File: src/rtl/mc_main_ctrl.sv
// Multicycle MIPS main control FSM: sequences PC/IR/memory/regfile strobes and
// drives the 2-bit alu_op for the downstream ALU control decoder.
module mc_main_ctrl #(
    parameter logic [5:0] OP_RTYPE = 6'b000000,
    parameter logic [5:0] OP_LW    = 6'b100011,
    parameter logic [5:0] OP_SW    = 6'b101011,
    parameter logic [5:0] OP_BEQ   = 6'b000100,
    parameter logic [5:0] OP_J     = 6'b000010,
    parameter logic [5:0] OP_ORI   = 6'b001101
) (
    input  logic       clk,
    input  logic       rst,
    input  logic [5:0] opcode,
    input  logic       jr,
    input  logic       mem_ready,
    output logic       pc_write,
    output logic       pc_write_cond,
    output logic       i_or_d,
    output logic       mem_read,
    output logic       mem_write,
    output logic       ir_write,
    output logic       mem_to_reg,
    output logic       reg_dst,
    output logic       reg_write,
    output logic       alu_src_a,
    output logic [1:0] alu_src_b,
    output logic [1:0] alu_op,
    output logic [1:0] pc_source,
    output logic       illegal_op,
    output logic [3:0] state
);

    typedef enum logic [3:0] {
        StFetch  = 4'd0,
        StDecode = 4'd1,
        StMemAdr = 4'd2,
        StMemRd  = 4'd3,
        StMemWb  = 4'd4,
        StMemWr  = 4'd5,
        StExec   = 4'd6,
        StRwb    = 4'd7,
        StBranch = 4'd8,
        StJump   = 4'd9,
        StOriEx  = 4'd10,
        StOriWb  = 4'd11,
        StJreg   = 4'd12
    } state_e;

    state_e state_q, state_d;

    always_ff @(posedge clk) begin
        if (rst) begin
            state_q <= StFetch;
        end else begin
            state_q <= state_d;
        end
    end

    always_comb begin
        state_d = state_q;
        case (state_q)
            StFetch:  if (mem_ready) state_d = StDecode;
            StDecode: begin
                case (opcode)
                    OP_LW, OP_SW: state_d = StMemAdr;
                    OP_RTYPE:     state_d = StExec;
                    OP_BEQ:       state_d = StBranch;
                    OP_J:         state_d = StJump;
                    OP_ORI:       state_d = StOriEx;
                    default:      state_d = StFetch;
                endcase
            end
            StMemAdr: state_d = (opcode == OP_SW) ? StMemWr : StMemRd;
            StMemRd:  if (mem_ready) state_d = StMemWb;
            StMemWb:  state_d = StFetch;
            StMemWr:  if (mem_ready) state_d = StFetch;
            StExec:   state_d = jr ? StJreg : StRwb;
            StRwb:    state_d = StFetch;
            StBranch: state_d = StFetch;
            StJump:   state_d = StFetch;
            StOriEx:  state_d = StOriWb;
            StOriWb:  state_d = StFetch;
            StJreg:   state_d = StFetch;
            default:  state_d = StFetch;
        endcase
    end

    logic opcode_known;
    assign opcode_known = (opcode == OP_RTYPE) || (opcode == OP_LW) || (opcode == OP_SW) ||
                          (opcode == OP_BEQ) || (opcode == OP_J) || (opcode == OP_ORI);

    // Reset blanks every strobe combinationally so an aborted instruction leaks nothing.
    always_comb begin
        pc_write      = 1'b0;
        pc_write_cond = 1'b0;
        i_or_d        = 1'b0;
        mem_read      = 1'b0;
        mem_write     = 1'b0;
        ir_write      = 1'b0;
        mem_to_reg    = 1'b0;
        reg_dst       = 1'b0;
        reg_write     = 1'b0;
        alu_src_a     = 1'b0;
        alu_src_b     = 2'b00;
        alu_op        = 2'b00;
        pc_source     = 2'b00;
        illegal_op    = 1'b0;
        state         = 4'd0;
        if (!rst) begin
            state = state_q;
            case (state_q)
                StFetch: begin
                    mem_read  = 1'b1;
                    alu_src_b = 2'b01;
                    ir_write  = mem_ready;
                    pc_write  = mem_ready;
                end
                StDecode: begin
                    alu_src_b  = 2'b11;
                    illegal_op = ~opcode_known;
                end
                StMemAdr: begin
                    alu_src_a = 1'b1;
                    alu_src_b = 2'b10;
                end
                StMemRd: begin
                    mem_read = 1'b1;
                    i_or_d   = 1'b1;
                end
                StMemWb: begin
                    reg_write  = 1'b1;
                    mem_to_reg = 1'b1;
                end
                StMemWr: begin
                    mem_write = 1'b1;
                    i_or_d    = 1'b1;
                end
                StExec: begin
                    alu_src_a = 1'b1;
                    alu_op    = 2'b10;
                end
                StRwb: begin
                    reg_write = 1'b1;
                    reg_dst   = 1'b1;
                end
                StBranch: begin
                    alu_src_a     = 1'b1;
                    alu_op        = 2'b01;
                    pc_write_cond = 1'b1;
                    pc_source     = 2'b01;
                end
                StJump: begin
                    pc_write  = 1'b1;
                    pc_source = 2'b10;
                end
                StOriEx: begin
                    alu_src_a = 1'b1;
                    alu_src_b = 2'b10;
                    alu_op    = 2'b11;
                end
                StOriWb: begin
                    reg_write = 1'b1;
                end
                StJreg: begin
                    pc_write  = 1'b1;
                    pc_source = 2'b11;
                end
                default: begin
                    state = state_q;
                end
            endcase
        end
    end

endmodule
File: config.mk
export PLATFORM = sky130hd
export DESIGN_NAME = mc_main_ctrl
export DESIGN_NICKNAME = d
export VERILOG_FILES = /design/src/rtl/mc_main_ctrl.sv
export SDC_FILE = /design/constraint.sdc
export NUM_CORES = 1
export LEC_CHECK = 0
export CORE_AREA = 10 10 51 61
export CTS_CLUSTER_SIZE = 8
export DETAILED_ROUTE_END_ITERATION = 8
export DIE_AREA = 0 0 61 71
export PLACE_DENSITY = 0.7
export SYNTH_ARGS = -nofsm -noshare
export SYNTH_HDL_FRONTEND = slang
export SYNTH_SLANG_ARGS = --single-unit
File: constraint.sdc
create_clock -name clk -period 1.4 [get_ports clk]
set_clock_uncertainty 0.1 [all_clocks]
set_input_delay 0.21 -clock clk [delete_from_list [all_inputs] [get_ports clk]]
set_output_delay 0.21 -clock clk [all_outputs]
set_load 0.05 [all_outputs]
==> summary.txt, run 1 <==
Synthesis
  • Sequential fraction of the synthesis area: 0.121
  • Synth warnings: 0
  • Synthesized instance count: between 90 and 100
  • Synthesized Nets: 108
  • Yosys reg bits: 4
  • Mapped Avg Cell Area: 6.73 um2
  • Ys async rst share: 0
  • EDFF count, synth: 0
  • Post-Syn Area: approximately 660 um2
  • Main synth FF type: dfxtp_1
  • Yosys cell types: 43

Status
  • Halt Stage: clock tree synthesis (4_1_cts)
  • Status: aborted with a tool error
  • Log Error: [ERROR DPL-0038] Utilization greater than 100%, impossible to legalize

Placement
  • Count of input and output buffers: 30
  • Dpl hpwl: about 2900 um
  • Routability cong.: 0.885

Die
  • Initial Util: 0.333
  • IO Count: 31
  • Chip width: 61 um
  • Vert. Die Dim: 71 um
  • FP Rows: 18

Clock tree
  • Root Buffer: clkbuf_4
  • Cts bufs inserted: 3
  • H-Tree Depth: 1
  • CTS hold repair buffers: 0
  • CTS Buffer Depth: 2
  • Clock tree sinks: 4
  • Postcts setup bufs: 17
  • # resized after CTS: 51
-- cell families after synthesis --
logic type | Yosys count | share of synthesized area
simple gates | 55 | 0.505
compound gates | 23 | 0.258
buf+inv | 13 | 0.0759
flops | 4 | 0.121
xor+xnor | 3 | 0.0399
-- synthesized netlist by cell type, types with 2 or more instances --
cell	number	area (um2)
nand2_1	2	7.51
a211oi_1	3	22.5
or2_2	2	12.5
or3_1	2	12.5
clkbuf_1	5	18.8
xnor2_1	3	26.3
dfxtp_1	4	80.1
nor2b_1	4	25.0
a21oi_1	6	30.0
nand3_1	4	20.0
nor4_1	3	18.8
nor3_1	9	45.0
nand2b_1	9	56.3
inv_1	6	22.5
nor2_1	8	30.0
-- through the flow --
stage          area, um2  hold WS [ns]  cells  setup slack [ns]
3_5_place_dp        1720         0.572    183            -0.665
2_1_floorplan        995         0.318     98            -0.525
3_3_place_gp        1720         0.510    183            -0.592
==> run 2: changes to the inputs <==
==> config.mk (replaced) <==
export PLATFORM = sky130hd
export DESIGN_NAME = mc_main_ctrl
export DESIGN_NICKNAME = d
export VERILOG_FILES = /design/src/rtl/mc_main_ctrl.sv
export SDC_FILE = /design/constraint.sdc
export NUM_CORES = 1
export LEC_CHECK = 0
export CORE_AREA = 10 10 71 73
export DETAILED_ROUTE_END_ITERATION = 8
export DIE_AREA = 0 0 81 83
export PLACE_DENSITY_LB_ADDON = 0.15
export SYNTH_ARGS = -nofsm -noshare
export SYNTH_HDL_FRONTEND = slang
export SYNTH_SLANG_ARGS = --single-unit
==> constraint.sdc (replaced) <==
create_clock -name clk -period 1.8 [get_ports clk]
set_clock_uncertainty 0.1 [all_clocks]
set_input_delay 0.27 -clock clk [delete_from_list [all_inputs] [get_ports clk]]
set_output_delay 0.27 -clock clk [all_outputs]
set_load 0.05 [all_outputs]
==> run 2 against run 1 <==
  * The flow now finishes, with violations (setup timing)
  * Synthesized cell count unchanged
  * Area after synthesis unchanged
==> summary.txt, run 2 <==
Layout
  • Most frequent cells in the layout: 37 x buf_4, 21 x buf_12, 6 x nor2_1
  • Nets@finish: 179
  • Layout cell share with drive strength beyond 1: 0.689
  • Largest register FFs: 4
  • Largest regs: state_q (4)
  • Most common cell after layout, fill and taps aside: buf_4
  • Top reg by flops: state_q
  • # diodes: 0
  • Area growth syn-to-layout: 182%

Clock tree
  • CTS Buffer Depth: 2 (unchanged)
  • Clock-pin slew on the worst setup and hold paths: about 0.030 ns
  • Root Buffer: clkbuf_8 (was clkbuf_4)
  • CTS tree: done
  • Worst-Skew Late Latency: 0.22 ns
  • Cts bufs inserted: 3 (unchanged)
  • CTS hold repair buffers: 0 (unchanged)
  • H-Tree Depth: 1 (unchanged)
  • Clock tree sinks: 4 (unchanged)

Synthesis
  • Mapped Avg Cell Area: 6.73 um2 (unchanged)
  • Yosys cell types: 43 (unchanged)
  • Most common library cells after synthesis: 9 x nand2b_1, 9 x nor3_1, 8 x nor2_1 (unchanged)
  • Largest cells by area after synthesis: dfxtp_1 12%, nand2b_1 8.5%, nor3_1 6.8% (unchanged)
  • Main synth FF type: dfxtp_1 (unchanged)
  • Synth warnings: 0 (unchanged)
  • Sequential fraction of the synthesis area: 0.121 (unchanged)
  • Synth area leader: dfxtp_1 (unchanged)
  • Synthesized Nets: 108 (unchanged)
  • EDFF count, synth: 0 (unchanged)
  • Post-Syn Area: 659 um2 (unchanged)
  • Ys async rst share: 0 (unchanged)
  • Synthesized instance count: 98 (unchanged)
  • Synth top area share: 0.121 (unchanged)
  • Yosys reg bits: 4 (unchanged)

Worst setup path
  • FF-to-FF End: state_q[1]$_SDFFE_PP0P_
  • CP Max Fanout: 4
  • R2R cell count: 6
  • Reg2reg start: state_q[3]$_SDFFE_PP0P_
  • Crit start category: flop
  • Reg2Reg Setup Slack: approximately 0.10 ns
  • Critical path required time: 1.43 ns
  • Setup crit end kind: output port
  • CP arrival: ~1.5 ns
  • Setup CP Type: flop to output port

Global routing
  • Vias in the first global route: 1068
  • Pin count of the biggest net entering global routing: 13
  • GRT Util Overall: 0.0897
  • First-pass GRT wire length: between 5000 and 6000 um
  • Initial antenna violation count: 0
  • GRT overflow: 0

Power and ir drop
  • Sw frac: 0.339
  • Part of the power in the clock network: 0.327
  • Fraction of power consumed by combinational cells: 0.506
  • Share of power burned in registers: 0.167
  • Internal power: 0.378 mW
  • Pwr dens: 308 mW/mm2
  • VDD IR max: 0.149 mV
  • Switching Power: ~0.19 mW
  • Leak Pwr: 0.723 nW

Die
  • Initial Util: 0.181 (was 0.333)
  • Vert. Die Dim: 83 um (was 71 um)
  • Die Area: 0.00672 mm2
  • Core Region: about 0.0036 mm2
  • Chip width: 81 um (was 61 um)
  • FP Rows: 22 (was 18)
  • IO Count: 31 (unchanged)

Drt
  • Avg WL per Cell: 14.1 um
  • Detailed Route Iter0 Violations: 46
  • Pre-antenna DRT Iters: 4
  • Via count: 1018
  • Total routed wirelength: between 3000 and 4000 um
  • DR DRC count: 0
  • Routed Antenna Nets: 0
  • Vias per inst: 4.73

STA
  • Final Max Tran Viols: 0
  • Setup tns final: -0.153 ns
  • Slew HR: 0.766
  • Final Setup Violations: 4
  • Worst setup margin: -0.0597 ns
  • Final min period: 1.86 ns
  • Part of the cycle the worst path needs: 1.03
  • Fin Hold WS: 0.460 ns
  • Final hold violations: 0
  • Maximum clock frequency: ~540 MHz
  • Worst-margin pin slew: 0.348 ns
  • RSZ-0062 raised after global routing: true

Hold path
  • Hold wc startpoint: opcode[2]
  • Hold EP: state_q[2]$_SDFFE_PP0P_
  • HP Class: input pin to flop
  • Hold path cells: 5

Placement
  • Place WS: -0.412 ns (was -0.665 ns)
  • Routability cong.: 0.873 (was 0.885)
  • Dpl hpwl: 2480 um (was 2870 um)
  • Count of input and output buffers: 30 (unchanged)

Run
  • Max cap viols: 0

Status
  • Status: finished with violations (was aborted with a tool error)
  • Failing checks: setup timing
==> run 2: cell counts after synthesis <==
No cell type changed its count.
==> run 2: timing repair <==
| action | in CTS | in global routing |
|---|---|---|
| setup endpoints to repair | 22 | 12 |
| pin swaps | 9 | 9 |
| buffers inserted | 3 | 5 |
| resized for setup | 24 | 26 |
==> run 2: stage by stage <==
| step | utilization | area [um2] | total power [mW] | std cells |
|---|---|---|---|---|
| CTS | 0.477 | 1730 | 0.559 | 210 |
| detailed placement | 0.447 | 1620 | 0.357 | 204 |
| global placement | 0.447 | 1620 | 0.356 | 204 |
| global route | 0.511 | 1860 | 0.607 | 215 |
| floorplan | - | 836 | 0.219 | 98 |
| finish | 0.511 | 1860 | 0.572 | 215 |
==> run 2: power groups by stage <==
stage / Combinational, mW / Clock [mW] / Sequential [mW]
after floorplan: 0.123 / 0 / 0.0957
after global placement: 0.258 / 0 / 0.0975
after detailed placement: 0.260 / 0 / 0.0973
after CTS: 0.272 / 0.192 / 0.0957
after global routing: 0.306 / 0.204 / 0.0958
final: 0.290 / 0.187 / 0.0954
==> run 2: worst max path at each step <==
| stage | from | endpoint | slack, ns | cells after the start |
|---|---|---|---|---|
| 4_1_cts | state_q[2]$_SDFFE_PP0P_ | pc_write | -0.13 | 4 |
| 5_1_grt | opcode[0] | illegal_op | -0.12 | 8 |
| 6_report | state_q[3]$_SDFFE_PP0P_ | mem_read | -0.06 | 4 |
| 3_3_place_gp | opcode[1] | illegal_op | -0.32 | 5 |
| 3_5_place_dp | opcode[2] | state_q[1]$_SDFFE_PP0P_ | -0.41 | 6 |
| 2_1_floorplan | state_q[2]$_SDFFE_PP0P_ | pc_write | -0.19 | 3 |
==> run 2: cells by family after synthesis <==
| logic type | synth area share |
|---|---|
| and+or+nand+nor | 0.505 |
| AOI/OAI and AO/OA | 0.258 |
| buffers and inverters | 0.0759 |
| DFF | 0.121 |
| xor gates and xnor gates | 0.0399 |
==> run 2: layout make-up <==
class / count / area (um2)
Sequential cell: 4 / 92.6
Clock buffer: 3 / 41.3
Fill cell: 347 / 1780
Timing Repair Buffer: 73 / 851
Multi-Input combinational cell: 81 / 786
Tap cell: 48 / 60.1
Inverter: 6 / 26.3
==> run 2: critical path: stages, from the launching register on <==
cell	delay, ns
dfxtp_2	0.33
or3_4	0.43
buf_6	0.14
and3b_2	0.24
buf_12	0.13
==> run 2: metal layers <==
layer,share of wire,global-route usage,vias to the layer above
met5,0,0,-
met4,0.0033,0.0329,0
met3,0.051,0.0205,2
met2,0.55,0.160,31
met1,0.40,0.0980,480
li1,-,-,505
Power figures use the tool's default switching activity.
